--- config.mk ---
export PLATFORM = sky130hd
export DESIGN_NAME = fifo_byte_packer
export DESIGN_NICKNAME = d
export VERILOG_FILES = /design/src/rtl/fifo_byte_packer.sv
export SDC_FILE = /design/constraint.sdc
export NUM_CORES = 1
export LEC_CHECK = 0
export CAP_MARGIN = 20
export CORE_UTILIZATION = 48
export DETAILED_ROUTE_END_ITERATION = 16
export GPL_ROUTABILITY_DRIVEN = 0
export PLACE_DENSITY = 0.79
export SLEW_MARGIN = 5
export SYNTH_ARGS = -nofsm -noshare
export SYNTH_HDL_FRONTEND = slang
export SYNTH_SLANG_ARGS = --single-unit
export TNS_END_PERCENT = 20
--- constraint.sdc ---
create_clock -name clk -period 2.1 [get_ports clk]
set_input_delay 0.63 -clock clk [delete_from_list [all_inputs] [get_ports clk]]
set_output_delay 0.63 -clock clk [all_outputs]
set_load 0.01 [all_outputs]
--- src/rtl/fifo_byte_packer.sv ---
// Read-side drain stage for syn_fifo: pulls bytes with a one-cycle read latency and
// packs them little-endian into PACK-byte words; flush releases a partial word.
module fifo_byte_packer #(
    parameter int DATA_WIDTH = 8,
    parameter int PACK       = 4,
    parameter int OUT_WIDTH  = DATA_WIDTH * PACK,
    parameter int CNT_WIDTH  = $clog2(PACK + 1)
) (
    input  logic                  clk,
    input  logic                  rst,
    input  logic                  fifo_empty,
    output logic                  fifo_rd_en,
    input  logic [DATA_WIDTH-1:0] fifo_rdata,
    input  logic                  flush,
    output logic                  out_valid,
    input  logic                  out_ready,
    output logic [OUT_WIDTH-1:0]  out_data,
    output logic [CNT_WIDTH-1:0]  out_bytes,
    output logic [15:0]           words_out
);

    // Output handshake: a word transfers on a rising edge where out_valid && out_ready.
    // Once out_valid is high, out_data/out_bytes hold until that transfer happens.

    typedef enum logic [1:0] {
        FILL  = 2'd0,
        DRAIN = 2'd1,
        HOLD  = 2'd2
    } state_t;

    localparam logic [CNT_WIDTH-1:0] PACK_C = CNT_WIDTH'(PACK);
    localparam logic [CNT_WIDTH:0]   PACK_W = (CNT_WIDTH + 1)'(PACK);

    state_t               state;
    logic [CNT_WIDTH-1:0] fill_cnt;
    logic                 inflight;
    logic                 flush_pend;

    logic [CNT_WIDTH:0]   occupancy;
    logic [CNT_WIDTH-1:0] cnt_next;
    logic                 flush_req;
    logic                 accept;

    // Bytes already captured plus the one still landing; reads stop once a word is spoken for.
    assign occupancy = {1'b0, fill_cnt} + (CNT_WIDTH + 1)'(inflight);
    assign cnt_next  = fill_cnt + CNT_WIDTH'(inflight);
    assign flush_req = flush | flush_pend;
    assign accept    = out_valid & out_ready;

    // Gated by rst so no byte is pulled from the FIFO only to be discarded by the reset.
    assign fifo_rd_en = !rst && (state == FILL) && !fifo_empty
                        && (occupancy < PACK_W) && !flush_pend;

    always_ff @(posedge clk) begin
        if (rst) begin
            state      <= FILL;
            fill_cnt   <= '0;
            inflight   <= 1'b0;
            flush_pend <= 1'b0;
            out_valid  <= 1'b0;
            out_data   <= '0;
            out_bytes  <= '0;
            words_out  <= '0;
        end else begin
            inflight <= fifo_rd_en;

            if (inflight) begin
                fill_cnt <= cnt_next;
                for (int i = 0; i < PACK; i++) begin
                    if (fill_cnt == CNT_WIDTH'(i)) begin
                        out_data[i*DATA_WIDTH +: DATA_WIDTH] <= fifo_rdata;
                    end
                end
            end

            unique case (state)
                FILL: begin
                    if (inflight && (cnt_next == PACK_C)) begin
                        state     <= HOLD;
                        out_valid <= 1'b1;
                        out_bytes <= PACK_C;
                    end else if (flush_req && ((fill_cnt != '0) || inflight)) begin
                        // A read still landing must be captured before the word is released.
                        if (inflight || fifo_rd_en) begin
                            state      <= DRAIN;
                            flush_pend <= 1'b1;
                        end else begin
                            state     <= HOLD;
                            out_valid <= 1'b1;
                            out_bytes <= fill_cnt;
                        end
                    end else if (flush_req) begin
                        flush_pend <= 1'b0;
                    end
                end

                DRAIN: begin
                    state     <= HOLD;
                    out_valid <= 1'b1;
                    out_bytes <= cnt_next;
                end

                HOLD: begin
                    if (accept) begin
                        state      <= FILL;
                        out_valid  <= 1'b0;
                        out_data   <= '0;
                        out_bytes  <= '0;
                        fill_cnt   <= '0;
                        flush_pend <= 1'b0;
                        words_out  <= words_out + 16'd1;
                    end else if (flush) begin
                        flush_pend <= 1'b1;
                    end
                end

                default: begin
                    state <= FILL;
                end
            endcase
        end
    end

endmodule

Word level (Yosys, flattened, before mapping):

Index checks and enable logic that the tools add are counted.

* $add $sub $neg: 3
* order comparisons: 1
* equal/unequal tests: 13
* muxes and demuxes: 32
* bitwise logic cells: 2
* reduce and logical (&&, ||, !) cells: 20

Operators by type and width (number)
* $mux W32: 3
* $mux W8: 4
* $mux W3: 7
* $add A16 B1 Y16 const B: 1
* $mux W1: 10
* $pmux W3 S3: 1
* $mux W2: 4
* $eq A3 B2 Y1 const B: 2
* $logic_and A1 B1 Y1: 6
* $ne A3 B2 Y1 const B: 2
* $ne A3 B3 Y1 const B: 2
* $pmux W2 S3: 1
* $reduce_bool A3 Y1: 2
* $reduce_and A5 Y1: 1
* $add A3 B1 Y4: 1
* $lt A4 B3 Y1 const B: 1
* $ne A2 B2 Y1 const B: 2
* $reduce_and A2 Y1: 2
* $reduce_and A4 Y1: 1
* $add A3 B1 Y3: 1
* $eq A3 B1 Y1 const B: 1
* $eq A3 B3 Y1 const B: 1
* $logic_not A1 Y1: 3
* $logic_not A3 Y1: 1
* other kinds (10): 11

* register bits after elaboration: 59
* bits of input ports: 13
* output and inout port bits: 53
* logic and storage cells: 79

Longest topological paths before layout:

Gate-level depths: netlist (run 1).

* word-level depth: 10
* depth in mapped cells: 9
* mapped depth without buffers: 7

Worst setup path before layout (run 1):

No wires, ideal clock.

* kind: input to output
* from: in rst
* to: out fifo_rd_en
* arrival: 1.335 ns
* required time: 1.470 ns
* setup slack: 0.135 ns
* cell stages on the path: 3
* path buffers: 1
* path through: buf_2 nor4b_2 nor2b_1

* longest elaborated chain between the ends: 5

Ends and longest elaborated chain
* start, declared: RTL line 10 `input logic rst,`
* $logic_not A1 Y1: RTL line 51 `assign fifo_rd_en = !rst && (state == FILL) && !fifo_empty`
* $logic_and A1 B1 Y1 (2 in series): RTL line 51
* $logic_and A1 B1 Y1 (2 in series): RTL line 52 `&& (occupancy < PACK_W) && !flush_pend;`
* end, declared: RTL line 12 `output logic fifo_rd_en,`

Every way passes these cells.

Worst setup path after layout (run 1):

* from: reg inflight
* to: out fifo_rd_en

* longest elaborated chain between the ends: 4

Ends and longest elaborated chain
* start, declared: RTL line 36 `logic inflight;`
* start signal, assigned: RTL line 65 `inflight <= fifo_rd_en;`
* $add A3 B1 Y4: RTL line 45 `assign occupancy = {1'b0, fill_cnt} + (CNT_WIDTH + 1)'(inflight);`
* $lt A4 B3 Y1: RTL line 52
* $logic_and A1 B1 Y1 (2 in series): RTL line 52

Every way passes these cells.

==> results of run 1 <==
## layout by cell type, fill, tap and decap left out, types with 2 or more instances in the layout
cell / instances
nand2_1: 76
clkdlybuf4s50_1: 62
dfxtp_1: 57
a21oi_1: 38
buf_4: 34
nor2_1: 25
xor2_1: 11
clkbuf_8: 10
and3_1: 5
nand3_1: 5
inv_1: 4
nand4_1: 4
ha_1: 4
o211ai_1: 3
o21ai_0: 3
mux2i_1: 3
a211oi_1: 3
and3b_1: 3
and2_1: 3
or3_1: 3
xnor2_1: 3
clkinv_2: 3
nor2b_1: 2
nand2b_1: 2
nor3_1: 2
and4_1: 2
o22ai_1: 2
or3b_2: 2
a311oi_2: 2
ha_4: 2
dfxtp_2: 2
dlygate4sd2_1: 2
## cell type report
class                   instances  share of cell area (%)
flip-flops and latches         59                    31.5
well taps                      70                    2.33
repair buffers                100                    24.5
clock buffers                  11                    3.77
inverters                       4                   0.400
clock inverters                 5                    1.40
multi-input cells             229                    36.1
## worst max path at each step
stage	startpoint	end	slack [ps]	cells past startpoint
floorplan	rst	fifo_rd_en	130	3
global placement	rst	fifo_rd_en	-670	4
detailed placement	rst	fifo_rd_en	-670	4
CTS	fill_cnt[0]	fifo_rd_en	-30	6
global route	inflight	fifo_rd_en	-140	6
finish	inflight	fifo_rd_en	-60	6
## power by group through the flow
stage	logic (W)	clock network, W	registers (W)
2_1_floorplan	0.000385	0	0.00127
5_1_grt	0.000851	0.00109	0.00124
3_5_place_dp	0.000713	0	0.00125
6_report	0.000778	0.00100	0.00124
3_3_place_gp	0.000699	0	0.00125
4_1_cts	0.000745	0.00102	0.00124
## routing by layer
layer  part of all wire (%)  up-vias  global-route usage [%]
li1                       -     1234                       -
met1                     44     1147                    30.0
met2                     49       65                    38.6
met3                    4.6       13                    8.03
met4                    2.2        0                    12.1
met5                      0        -                       0
## registers in the layout, summed over array words and instances (netlist names)
register and cells:
flush_pend 1, out_valid 1, fill_cnt 3, words_out 16
out_data 32, state 2, inflight 1, out_bytes 3
## critical path, stage by stage (launching register included)
cell      delay, ps
dfxtp_2         360
ha_4            150
ha_4            140
a21boi_4        190
a21oi_2          80
nor2b_2         130
buf_2           140
## timing repair
action / 4_1_cts / 5_1_grt
resized for setup: 15 / 4
endpoints found under the setup margin: 2 / 4
setup buffers: 6 / 2
pin swaps: 3 / 5
hold buffers: 0 / 0
## through the flow
step / hold slack, ps / setup WS [ps] / TNS, ps / std cells / util (%)
floorplan: 481 / 135 / 0 / 309 / -
global placement: 442 / -666 / -1910 / 454 / 67.1
detailed placement: 447 / -675 / -2680 / 454 / 67.1
CTS: 457 / -31.8 / -31.8 / 476 / 72.4
global route: 482 / -136 / -176 / 478 / 73.1
finish: 452 / -55.3 / -55.3 / 478 / 73.1
## cell families after synthesis
| family | Yosys count | share of synthesized area, % |
|---|---|---|
| AOI/OAI and AO/OA | 60 | 13.9 |
| xor gates and xnor gates | 15 | 5.83 |
| adders and majority gates | 7 | 3.40 |
| buffers and inverters | 21 | 3.64 |
| DFF | 59 | 45.9 |
| muxes | 3 | 1.17 |
| and+or+nand+nor | 144 | 26.2 |
==> out/qor.yml, run 1 <==
status: "finished with violations"
violations: "negative setup slack"
combPwrFrac_pct: 25.8
synth_nets: 329
finalCritPeriodShare_pct: 103
cts.htree.levels: 3
irDropWorstVdd_v: 0.000647
place_area_um2: 3450
ys_ff_latch: 59
hold_viol: 0
synth.avg_cell_area_um2: 8.33
fill_cells: 415
synth-edff-count: 0
synthTopCellsByArea: "dfxtp_1 46%, nand2_1 11%, a21oi_1 7.6%"
ys.flop_type: "dfxtp_1"
switching_power_w: 0.000854
seqPwrFrac_pct: 41.0
path_class: "flip-flop to output port"
reg2reg_to: "out_bytes[1]"
p_int_w: 0.00216
yosysWarnings: 0
grt-ovfl-total: 0
setup_violations: 1
worst_slack_ps: -55.3
design_area_um2: 3750
root_buffer: "clkbuf_8"
min_from: "out_data[1]"
ctsLongestPathBuffers: 2
synthArstFlopShare_pct: 0
dp_hpwl_um: 4450
routedWlPerCell_um: 13.4
grt_usage_pct: 24.4
cts_tree: "done"
rsz0062_at_grt: "yes"
rrSetupSlack_ps: 40
port_buffers: 65
worstMarginPinSlew_ps: 360
nNetsFinal: 423
register_area_um2: 1180
die_area_um2: 5660
power_w: 0.00301
synth_most_common_cell: "nand2_1"
worstSetupEndpointType: "output port"
slew_headroom_pct: 75.9
synth_area_leader_cell: "dfxtp_1"
r2r-start: "inflight"
multi_input_area_um2: 1360
synthesis.area_um2: 2570
die_y_um: 75.2
antenna_found_initial: 0
fin_skew_ps: 6.51
ios: 66
via_per_inst: 5.14
p_sw_share_pct: 28.3
core-area_um2: 5140
synth_top_area_share_pct: 45.9
ys_top_cells_by_count: "76 x nand2_1, 59 x dfxtp_1, 39 x a21oi_1, 26 x nor2_1, 11 x xor2_1"
p_clk_share_pct: 33.2
start_util_pct: 50.1
postRouteAntennaNets: 0
clock.fmax_mhz: 464
row_count: 26
via_count: 2459
r2r.worst_path.cells: 8
arrival_ps: 1530
holdPathStages: 2
firstDrtPassIters: 4
die_x_um: 75.2
drcViolationCount: 0
startpoint_type: "flip-flop"
routed_wl_um: 6410
min_period_ps: 2160
drive_above_1_share_pct: 17.9
numCtsBuffers: 9
cts.sinks: 59
worstPathRequired_ps: 1470
area_delta_synth_final_pct: 45.8
num_antenna_cells: 0
min_to: "out_data[1]"
maxCapViolCount: 0
worst-path-max-fanout: 4
netlist_instances: 309
p_leak_nw: 1.39
drt_iter0_drc: 102
grt_max_degree: 36
yosysUniqueCellTypes: 46
grt_pass1_vias: 2221
slew_violations: 0
grt_pass1_wl_um: 10100
min_path_type: "flip-flop to flip-flop"
clkTransAtPathRegs_ps: 60
ys_seq_area_share_pct: 45.9
cellPowerDensity_nw_per_um2: 803
clk_latency_ps: 330
(Power assumes the default switching activity.)
==> run 2, diff against run 1 <==
--- a/config.mk
+++ b/config.mk
@@ -10,7 +10,7 @@
 export DETAILED_ROUTE_END_ITERATION = 16
 export GPL_ROUTABILITY_DRIVEN = 0
 export PLACE_DENSITY = 0.79
-export SLEW_MARGIN = 5
+export SLEW_MARGIN = 20
 export SYNTH_ARGS = -nofsm -noshare
 export SYNTH_HDL_FRONTEND = slang
 export SYNTH_SLANG_ARGS = --single-unit
==> results of run 2 <==
Final layout, timing and power as in run 1 (identical DEF).
==> run 3, diff against run 2 <==
--- a/config.mk
+++ b/config.mk
@@ -10,6 +10,7 @@
 export DETAILED_ROUTE_END_ITERATION = 16
 export GPL_ROUTABILITY_DRIVEN = 0
 export PLACE_DENSITY = 0.79
+export SKIP_LAST_GASP = 1
 export SLEW_MARGIN = 20
 export SYNTH_ARGS = -nofsm -noshare
 export SYNTH_HDL_FRONTEND = slang
==> run 3 against run 2 <==
Net effect:
- the flow still finishes with violations (negative setup slack)
- maximum frequency is 0.57% lower
- register-to-register slack worse by 30 ps
- cell area shrank 0.47%
- die area unchanged
- combinational power is 2.8% lower
- utilization shrank 0.34 points
- flip-flop and latch count unchanged
- routed wire length decreased by 0.20%
- via count shrank 1.5%
==> out/qor.yml, run 3 (synthesized netlist as in run 1, its figures left out) <==
critPathMostFrequentCell: "ha_4"
routedWlPerCell_um: 13.4
rsz0062_at_grt: "yes"
p_sw_share_pct: 28.3
tns_ps: -67.6
finalCritPeriodShare_pct: 103
status: "finished with violations"
via_per_inst: 5.07
m1WireLength_um: 2800
crit_chain: "ha_4, ha_4, a21boi_4, a21oi_2, nor2b_2, buf_2"
via_count: 2423
clk_latency_ps: 340
min_period_ps: 2170
numCtsBuffers: 9
grt_usage_pct: 24.4
worst-path-max-fanout: 4
drt_iter0_drc: 87
root_buffer: "clkbuf_8"
cp_slowest_stage_delay_ps: 360
worstMarginPinSlew_ps: 359
arrival_ps: 1540
start_util_pct: 50.1
setup_violations: 1
regMostFlops: "out_data"
drive_above_1_share_pct: 16.9
fin_skew_ps: 5.91
seqPwrFrac_pct: 41.3
ios: 66
die_x_um: 75.2
reg_top3: "out_data (32), words_out (16)"
dp_hpwl_um: 4450
grt_pass1_wl_um: 10100
timing.critical_path.buf_inv: 1
die_area_um2: 5660
ctsHoldBuffers: 0
area_delta_synth_final_pct: 45.1
combPwrFrac_pct: 25.2
critPathTopFamily: "flip-flops"
p_int_w: 0.00215
row_count: 26
grt_pass1_vias: 2221
irDropWorstVdd_v: 0.000651
p_clk_share_pct: 33.5
worst_slack_ps: -67.6
antenna_found_initial: 0
path_class: "flip-flop to output port"
switching_power_w: 0.000848
hold_viol: 0
num_antenna_cells: 0
min_path_type: "flip-flop to flip-flop"
slew_violations: 0
ctsLongestPathBuffers: 2
nNetsFinal: 423
fin_util_pct: 72.7
crit_slowest_cell: "dfxtp_2"
dr_wl_met3_um: 297
core-area_um2: 5140
layout_common_cells: "76 x nand2_1, 62 x clkdlybuf4s50_1, 57 x dfxtp_1, 38 x a21oi_1, 34 x buf_4"
worstPathRequired_ps: 1470
largest_register_ff_count: 32
top_layer_used: "met4"
cellPowerDensity_nw_per_um2: 802
die_y_um: 75.2
clkTransAtPathRegs_ps: 70
cts.sinks: 59
maxCapViolCount: 0
violations: "negative setup slack"
firstDrtPassIters: 4
cts_tree: "done"
drcViolationCount: 0
clock.fmax_mhz: 461
cts.htree.levels: 3
worstSetupEndpointType: "output port"
slew_headroom_pct: 76.0
startpoint_type: "flip-flop"
grt_max_degree: 36
postRouteAntennaNets: 0
p_leak_nw: 1.39
port_buffers: 65
wl_met2_um: 3170
grt-ovfl-total: 0
routed_wl_um: 6400
final_common_cell: "nand2_1"
## run 3: cell counts in the layout (fill, tap and decap cells not counted)
Identical to the previous run, type by type.
## run 3: power groups by stage
stage	logic [W]	clock network [W]	registers, W
global placement	0.000699	0	0.00125
CTS	0.000745	0.00102	0.00124
global route	0.000823	0.00109	0.00124
finish	0.000756	0.00101	0.00124
detailed placement	0.000713	0	0.00125
floorplan	0.000385	0	0.00127
## run 3: final timing paths
check	startpoint	to	slack, ps	cells past startpoint
worst min register to register	out_data[1]	out_data[1]	450	2
worst max-delay path	inflight	fifo_rd_en	-70	6
worst max register to register	state[0]	out_bytes[1]	10	11
worst min-delay path	out_data[1]	out_data[1]	450	2
## run 3: metal layers
| metal | GRT usage (%) | vias to the layer above |
|---|---|---|
| met5 | 0 | - |
| met4 | 12.1 | 0 |
| met3 | 8.03 | 11 |
| met2 | 38.6 | 59 |
| met1 | 30.0 | 1122 |
| li1 | - | 1231 |
## run 3: layout make-up
cell class	count	area, um2
Inverter	4	15.0
Sequential cell	59	1180
Clock buffer	11	141
Clock inverter	5	52.6
Tap cell	70	87.6
Timing Repair Buffer	100	918
Fill cell	415	1400
Multi-Input combinational cell	229	1340
## run 3: metrics by stage
stage | instance area [um2] | total power (W) | std cells | hold slack [ps] | setup WS [ps]
after floorplan | 2570 | 0.00165 | 309 | 481 | 135
after global placement | 3450 | 0.00195 | 454 | 442 | -666
after detailed placement | 3450 | 0.00197 | 454 | 447 | -675
after CTS | 3720 | 0.00300 | 476 | 457 | -31.8
after global routing | 3740 | 0.00315 | 478 | 482 | -140
final | 3740 | 0.00300 | 478 | 452 | -67.6
## run 3: timing repair
action / in CTS / in global routing
pin swaps: 3 / 3
endpoints found under the setup margin: 2 / 4
resized for setup: 15 / 0
cloned: 0 / 0
setup buffers: 6 / 2
## run 3: worst min-delay path, stage by stage (launching register included)
cell and delay [ps]:
dfxtp_1 310, nand2_1 50, a21oi_1 50
